File: src/rtl/aes_pkg.sv
// aes_pkg: shared AES types, round-constant table and key-schedule FSM encoding.
// Holds the state/key/word/byte typedefs, AES_NB, the Rcon table and ks_state_t.
// Used by round_key_add, round_key_add_if and aes_sbox.
package aes_pkg;

  localparam int AES_NB = 4;  // 32-bit words per state / round key

  typedef logic [127:0] state_t;
  typedef logic [127:0] key_t;
  typedef logic [31:0]  word_t;
  typedef logic [7:0]   byte_t;

  // Key-schedule FSM: no key loaded, key ready, generating next key, last round used.
  typedef enum logic [1:0] {
    NOKEY = 2'd0,
    RDY   = 2'd1,
    GEN   = 2'd2,
    DONE  = 2'd3
  } ks_state_t;

  // Round constant indexed by the round whose key is being produced (1..10).
  localparam logic [10:1][7:0] RCON = {
    8'h36, 8'h1b, 8'h80, 8'h40, 8'h20, 8'h10, 8'h08, 8'h04, 8'h02, 8'h01
  };

  // Out-of-range rounds return 0 so the lookup is always defined.
  function automatic byte_t rcon_for(logic [3:0] rnd);
    byte_t r;
    r = 8'h00;
    if (rnd >= 4'd1 && rnd <= 4'd10) r = RCON[rnd];
    return r;
  endfunction

  // RotWord: cyclic left rotate by one byte.
  function automatic word_t rot_word(word_t w);
    return {w[23:0], w[31:24]};
  endfunction

endpackage

File: src/rtl/round_key_add_if.sv
// round_key_add_if: state-in / state-out handshake bundle of round_key_add.
// slave  : the round_key_add side (consumes state_in, produces state_out).
// master : the surrounding datapath (mix_col upstream and the next stage downstream).
interface round_key_add_if;
  import aes_pkg::*;

  logic   in_valid;
  logic   in_ready;
  state_t state_in;
  logic   out_valid;
  logic   out_ready;
  state_t state_out;
  logic   out_last;

  modport slave (
    input  in_valid, state_in, out_ready,
    output in_ready, out_valid, state_out, out_last
  );

  modport master (
    output in_valid, state_in, out_ready,
    input  in_ready, out_valid, state_out, out_last
  );

endinterface

File: src/rtl/aes_sbox.sv
// aes_sbox: combinational AES S-box, one byte in, one byte out.
// Ports: a (input byte), s (substituted byte).
// Computed as GF(2^8) inverse (x^254) followed by the affine transform, so no table.
module aes_sbox
  import aes_pkg::*;
(
  input  byte_t a,
  output byte_t s
);

  // Multiply by x modulo the AES polynomial x^8+x^4+x^3+x+1.
  function automatic byte_t xtime(byte_t x);
    return {x[6:0], 1'b0} ^ (x[7] ? 8'h1b : 8'h00);
  endfunction

  function automatic byte_t gf_mul(byte_t x, byte_t y);
    byte_t p;
    byte_t t;
    p = 8'h00;
    t = x;
    for (int i = 0; i < 8; i++) begin
      if (y[i]) p = p ^ t;
      t = xtime(t);
    end
    return p;
  endfunction

  // x^254 == x^-1 for x != 0, and maps 0 to 0 as the S-box requires.
  // 254 = 8'b1111_1110: square every step, multiply on bits 7..1.
  function automatic byte_t gf_inv(byte_t x);
    byte_t r;
    r = 8'h01;
    for (int i = 7; i >= 0; i--) begin
      r = gf_mul(r, r);
      if (i != 0) r = gf_mul(r, x);
    end
    return r;
  endfunction

  byte_t inv;

  always_comb begin
    inv = gf_inv(a);
    // Affine: b_i = x_i ^ x_(i+4) ^ x_(i+5) ^ x_(i+6) ^ x_(i+7) ^ c_i, c = 0x63.
    s = inv
      ^ {inv[6:0], inv[7]}
      ^ {inv[5:0], inv[7:6]}
      ^ {inv[4:0], inv[7:5]}
      ^ {inv[3:0], inv[7:4]}
      ^ 8'h63;
  end

endmodule

File: src/rtl/round_key_add.sv
// round_key_add: AES-128 AddRoundKey with an iterative on-the-fly key schedule.
// Ports: clk, rst (async, active-high), key_load/key_in (round-0 key capture),
//   bus (round_key_add_if.slave: in_valid/in_ready/state_in, out_valid/out_ready/
//   state_out/out_last), round_idx (round of the held key), key_busy (FSM in GEN).
// Latency 1 cycle state_in -> state_out; one state per 5 cycles while the next
//   round key is built one word per cycle; output register stalls on !out_ready.
// Optional build macro RKA_ZEROIZE_EN: clear the key and round_idx on entry to DONE.
module round_key_add
  import aes_pkg::*;
#(
  parameter int NUM_ROUNDS = 10
) (
  input  logic   clk,
  input  logic   rst,
  input  logic   key_load,
  input  key_t   key_in,
  round_key_add_if.slave bus,
  output logic [3:0] round_idx,
  output logic   key_busy
);

  localparam logic [3:0] LAST_ROUND = 4'(NUM_ROUNDS);
  localparam logic [1:0] LAST_WORD  = 2'(AES_NB - 1);

  ks_state_t  state_q, state_d;
  key_t       key_q, key_gen;
  logic [3:0] round_q;
  logic [1:0] wcnt_q;

  state_t     out_q;
  logic       out_vld_q;
  logic       out_last_q;

  logic       xfer;
  logic       at_last_round;
  logic       gen_last;
  word_t      w3_rot;
  word_t      sub_w;
  word_t      new_word;

  // ---------------------------------------------------------------- handshake
  // key_load blocks acceptance so the state is never XORed with a key that is
  // being replaced in the same cycle.
  assign bus.in_ready = (state_q == RDY) && !key_load && (!out_vld_q || bus.out_ready);
  assign xfer         = bus.in_valid && bus.in_ready;

  assign at_last_round = (round_q == LAST_ROUND);
  assign gen_last      = (state_q == GEN) && (wcnt_q == LAST_WORD);

  // ---------------------------------------------------------------- FSM
  always_ff @(posedge clk or posedge rst) begin
    if (rst) state_q <= NOKEY;
    else     state_q <= state_d;
  end

  always_comb begin
    state_d = state_q;
    if (key_load) begin
      state_d = RDY;
    end else begin
      case (state_q)
        RDY:     if (xfer) state_d = at_last_round ? DONE : GEN;
        GEN:     if (gen_last) state_d = RDY;
        default: state_d = state_q;
      endcase
    end
  end

  // ---------------------------------------------------------------- key schedule
  // SubWord(RotWord(w3)) of the key currently held; only consumed on word 0.
  assign w3_rot = rot_word(key_q[31:0]);

  for (genvar b = 0; b < AES_NB; b++) begin : g_sbox
    aes_sbox u_sbox (
      .a (w3_rot[8*b +: 8]),
      .s (sub_w[8*b +: 8])
    );
  end

  // Words are updated in place, so for j>0 the already-rewritten word j-1 is
  // exactly w(j-1)' of the new round key.
  always_comb begin
    key_gen  = key_q;
    new_word = '0;
    case (wcnt_q)
      2'd0: begin
        new_word        = key_q[127:96] ^ sub_w ^ {rcon_for(round_q + 4'd1), 24'h0};
        key_gen[127:96] = new_word;
      end
      2'd1: begin
        new_word        = key_q[95:64] ^ key_q[127:96];
        key_gen[95:64]  = new_word;
      end
      2'd2: begin
        new_word        = key_q[63:32] ^ key_q[95:64];
        key_gen[63:32]  = new_word;
      end
      default: begin
        new_word        = key_q[31:0] ^ key_q[63:32];
        key_gen[31:0]   = new_word;
      end
    endcase
  end

  // key_load wins over everything, including a half-built key in GEN.
  always_ff @(posedge clk or posedge rst) begin
    if (rst) begin
      key_q   <= '0;
      round_q <= '0;
      wcnt_q  <= '0;
    end else if (key_load) begin
      key_q   <= key_in;
      round_q <= '0;
      wcnt_q  <= '0;
    end else begin
      case (state_q)
        GEN: begin
          key_q  <= key_gen;
          wcnt_q <= wcnt_q + 2'd1;  // wraps to 0 after the last word
          if (gen_last) round_q <= round_q + 4'd1;
        end
`ifdef RKA_ZEROIZE_EN
        RDY: begin
          // The output register still samples the old key on this edge.
          if (xfer && at_last_round) begin
            key_q   <= '0;
            round_q <= '0;
          end
        end
`endif
        default: begin
          wcnt_q <= '0;
        end
      endcase
    end
  end

  // ---------------------------------------------------------------- output register
  // Reloads on accept (also when draining in the same cycle, so no bubble);
  // otherwise clears valid once the downstream takes the data.
  always_ff @(posedge clk or posedge rst) begin
    if (rst) begin
      out_q      <= '0;
      out_vld_q  <= 1'b0;
      out_last_q <= 1'b0;
    end else if (xfer) begin
      out_q      <= bus.state_in ^ key_q;
      out_vld_q  <= 1'b1;
      out_last_q <= at_last_round;
    end else if (bus.out_ready) begin
      out_vld_q  <= 1'b0;
    end
  end

  assign bus.out_valid = out_vld_q;
  assign bus.state_out = out_q;
  assign bus.out_last  = out_last_q;
  assign round_idx     = round_q;
  assign key_busy      = (state_q == GEN);

endmodule

File: src/flat_wrapper.sv
// flat-port wrapper written by rule: the top's interface ports become plain ports
module round_key_add_flat import aes_pkg::*;
#(
  parameter int NUM_ROUNDS = 10
)
  (clk, rst, key_load, key_in, round_idx, key_busy, bus_in_valid, bus_state_in, bus_out_ready, bus_in_ready, bus_out_valid, bus_state_out, bus_out_last);
  round_key_add_if bus_i ();
  input  logic clk;
  input  logic rst;
  input  logic key_load;
  input  key_t key_in;
  output logic [3:0] round_idx;
  output logic key_busy;
  input wire logic [$bits(bus_i.in_valid)-1:0] bus_in_valid;
  input wire logic [$bits(bus_i.state_in)-1:0] bus_state_in;
  input wire logic [$bits(bus_i.out_ready)-1:0] bus_out_ready;
  output wire logic [$bits(bus_i.in_ready)-1:0] bus_in_ready;
  output wire logic [$bits(bus_i.out_valid)-1:0] bus_out_valid;
  output wire logic [$bits(bus_i.state_out)-1:0] bus_state_out;
  output wire logic [$bits(bus_i.out_last)-1:0] bus_out_last;
  assign bus_i.in_valid = bus_in_valid;
  assign bus_i.state_in = bus_state_in;
  assign bus_i.out_ready = bus_out_ready;
  assign bus_in_ready = bus_i.in_ready;
  assign bus_out_valid = bus_i.out_valid;
  assign bus_state_out = bus_i.state_out;
  assign bus_out_last = bus_i.out_last;
  round_key_add #(.NUM_ROUNDS(NUM_ROUNDS)) u_core (.clk(clk), .rst(rst), .key_load(key_load), .key_in(key_in), .bus(bus_i), .round_idx(round_idx), .key_busy(key_busy));
endmodule
File: config.mk
export PLATFORM = sky130hd
export DESIGN_NAME = round_key_add_flat
export DESIGN_NICKNAME = d
export VERILOG_FILES = /design/src/rtl/aes_pkg.sv /design/src/rtl/round_key_add_if.sv /design/src/rtl/aes_sbox.sv /design/src/rtl/round_key_add.sv /design/src/flat_wrapper.sv
export SDC_FILE = /design/constraint.sdc
export NUM_CORES = 2
export LEC_CHECK = 0
export BUFFER_PORTS_ARGS = -buffer_cell sky130_fd_sc_hd__buf_2
export CORE_ASPECT_RATIO = 0.9
export CORE_MARGIN = 4
export CORE_UTILIZATION = 45
export CTS_CLUSTER_SIZE = 16
export DETAILED_ROUTE_END_ITERATION = 12
export MAX_ROUTING_LAYER = met4
export PLACE_DENSITY = 0.67
export SYNTH_ARGS = -nofsm -noshare
export SYNTH_HDL_FRONTEND = slang
export SYNTH_SLANG_ARGS = --single-unit
File: constraint.sdc
create_clock -name clk -period 24.9 [get_ports clk]
set_input_delay 4.98 -clock clk [delete_from_list [all_inputs] [get_ports clk]]
set_output_delay 4.98 -clock clk [all_outputs]
set_load 0.01 [all_outputs]
==> impl_metrics.json <==
{
  "routed_via_density": 5.84,
  "synth-seq-cells": 266,
  "slew_viol_final": 0,
  "min_path_type": "reg2reg",
  "grt_pass1_vias": 59167,
  "crit_top_cell": "xnor3_1",
  "maxCapViolCount": 0,
  "cp-end-kind": "flop",
  "die-area_sq_um": 162000,
  "cp_max_fo": 28,
  "routed_wl_mm": 229,
  "dp_slack_ns": 0.895,
  "die_w_microns": 424,
  "cts_tree": "done",
  "cts.sinks": 266,
  "synth-simple-area-share": 0.174,
  "critPathKind": "reg2reg",
  "synth_edf_count": 0,
  "syn_nets": 8691,
  "final_cell_mix": "xnor2_1 (1510), nand2_1 (1356), nor2_1 (682)",
  "h-tree-depth": 2,
  "critPathLaunchType": "flop",
  "busiest_layer": "met2",
  "clock_latency_ns": 0.61,
  "avgSynthCellArea_sq_um": 8.37,
  "fin_skew_ns": 0.0274,
  "cp_slowest_stage_delay_ns": 0.72,
  "worst_pin_slew_ns": 1.20,
  "use_met2": 0.431,
  "finalSetupViolCount": 0,
  "gp_congestion": 0.968,
  "grt_pass1_wl_mm": 351,
  "hold_viol": 0,
  "finish.net_count": 8819,
  "path_clk_slew_ns": 0.07,
  "coreArea_sq_um": 155000,
  "synth_cell_types": 158,
  "max_freq_mhz": 42.5,
  "slew_headroom": 0.182,
  "postRouteAntennaNets": 0,
  "first_iter_violations": 6740,
  "yosys.area_share.adder": 0.00695,
  "ys_warn_count": 0,
  "crit_arrival_ns": 24.00,
  "cts_buffers": 34,
  "syn_inst": 8391,
  "cts_max_path_buffers": 3,
  "synth_xor_xnor_area_share": 0.469,
  "grt_use_total": 0.276,
  "grt_overflow_total": 0,
  "rows": 137,
  "cpMaxStageDelayCell": "dfrtp_2",
  "synth-seq-area-share": 0.0948,
  "outcome": "finished, final reports clean",
  "syn_to_final_growth_pct": 6.22,
  "netlist_area_sq_um": 70200,
  "cts_root_buffer": "clkbuf_16",
  "layout_commonest_cell": "xnor2_1",
  "use_met1": 0.365,
  "dr.pass1.iters": 7,
  "hpwl_mm": 169,
  "fin_ws_ns": 1.36,
  "async_reset_ff_frac": 1.00,
  "synth-compound-area-share": 0.148,
  "drc_errors": 0,
  "finalCriticalPeriod_ns": 23.54,
  "grt_antenna_before_repair": 18,
  "finalCritPeriodShare": 0.945,
  "grt_max_degree": 108,
  "cp.required_ns": 25.36,
  "routedWlPerCell_microns": 21.5,
  "vias": 62130,
  "grt_use_met3": 0.0300,
  "initial_core_util": 0.453,
  "synth_top_family_by_area": "XOR/XNOR gates",
  "die_h_microns": 383,
  "drive_gt1_frac": 0.153,
  "ios": 397,
  "synthMuxAreaShare": 0.0436,
  "port-buffer-count": 396,
  "ys.flop_type": "dfrtp_1"
}
==> Yosys cell counts, types with 58 or more instances <==
cell type     n  area (sq um)
xnor2_2      75          1220
a21oi_1     296          1480
mux2i_1     236          2360
clkbuf_1    238           893
nor2_1      682          2560
xnor2_1    1527         13400
nor3_1      145           726
inv_1        95           357
o21ai_0     517          2590
clkbuf_8    121          1670
buf_1        60           225
nand2_1    1357          5090
buf_2       104           521
mux2_2       58           653
xnor3_1     359          8090
nand3_1     130           651
dfrtp_1     266          6660
xor2_1      537          4700
a22oi_1     120           901
==> final timing paths <==
check / start / to / slack, ns / depth (start not counted)
min in group asynchronous: rst / u_core.bus.state_out[61] / 4.43 / 2
max reg2reg: u_core.key_q[5] / u_core.key_q[107] / 1.36 / 82
max in group asynchronous: rst / u_core.key_q[2] / 18.16 / 4
max: u_core.key_q[5] / u_core.key_q[107] / 1.36 / 82
min: u_core.bus.state_out[83] / u_core.bus.state_out[83] / 0.47 / 2
min reg2reg: u_core.bus.state_out[83] / u_core.bus.state_out[83] / 0.47 / 2
==> critical path: cells and delay by family (launching register included) <==
| kind | cells | cell delay, ns |
|---|---|---|
| adder cells (fa/ha/maj) | 4 | 1.54 |
| multiplexers | 4 | 0.98 |
| flip-flops | 1 | 0.72 |
| AND/OR/NAND/NOR | 8 | 1.30 |
| XOR/XNOR | 41 | 12.80 |
| buffers and inverters | 9 | 2.13 |
| AO/OA/AOI/OAI | 16 | 3.87 |
==> routing by layer <==
| layer | part of all wire | up-vias |
|---|---|---|
| li1 | - | 28911 |
| met1 | 0.42 | 30108 |
| met2 | 0.46 | 2689 |
| met3 | 0.075 | 422 |
| met4 | 0.046 | 0 |
| met5 | 0 | - |
==> cell families after synthesis <==
logic type / Yosys count
xor gates and xnor gates: 2732
muxes: 297
and+or+nand+nor: 2771
AOI/OAI and AO/OA: 1572
DFF: 266
buffers and inverters: 714
adders and majority gates: 39
==> final cells by class <==
class | count | area (sq um)
clock inverter | 23 | 278
tap | 2085 | 2610
antenna | 16 | 40.0
multi-input combinational | 7411 | 59400
timing repair buffer | 681 | 4170
inverter | 125 | 494
clock buffer | 39 | 890
sequential | 266 | 6710
fill | 14900 | 80400
==> sequential cells by signal (all words and copies together), names as in the netlist <==
signal and cells:
u_core.bus.out_last 1, u_core.bus.out_valid 1, u_core.bus.state_out 128, u_core.key_q 128
u_core.round_idx 4, u_core.state_q 2, u_core.wcnt_q 2
==> metrics by stage <==
step | cells | util | instance area (sq um) | setup TNS (ns) | hold slack (ns)
after floorplan | 8391 | - | 70200 | 0 | 0.486
after global placement | 10558 | 0.471 | 73000 | 0 | 0.457
after detailed placement | 10558 | 0.471 | 73000 | 0 | 0.465
after CTS | 10620 | 0.479 | 74200 | 0 | 0.477
after global routing | 10646 | 0.481 | 74600 | -0.0670 | 0.499
final | 10646 | 0.481 | 74600 | 0 | 0.474
==> what timing repair did <==
item	in CTS	in global routing
setup endpoints to repair	0	27
hold buffers	0	0
setup buffers	0	10
gates resized for setup	0	50
Power is not shown: default switching activity piles up to over one toggle a cycle in this logic, so the estimate is an artifact.
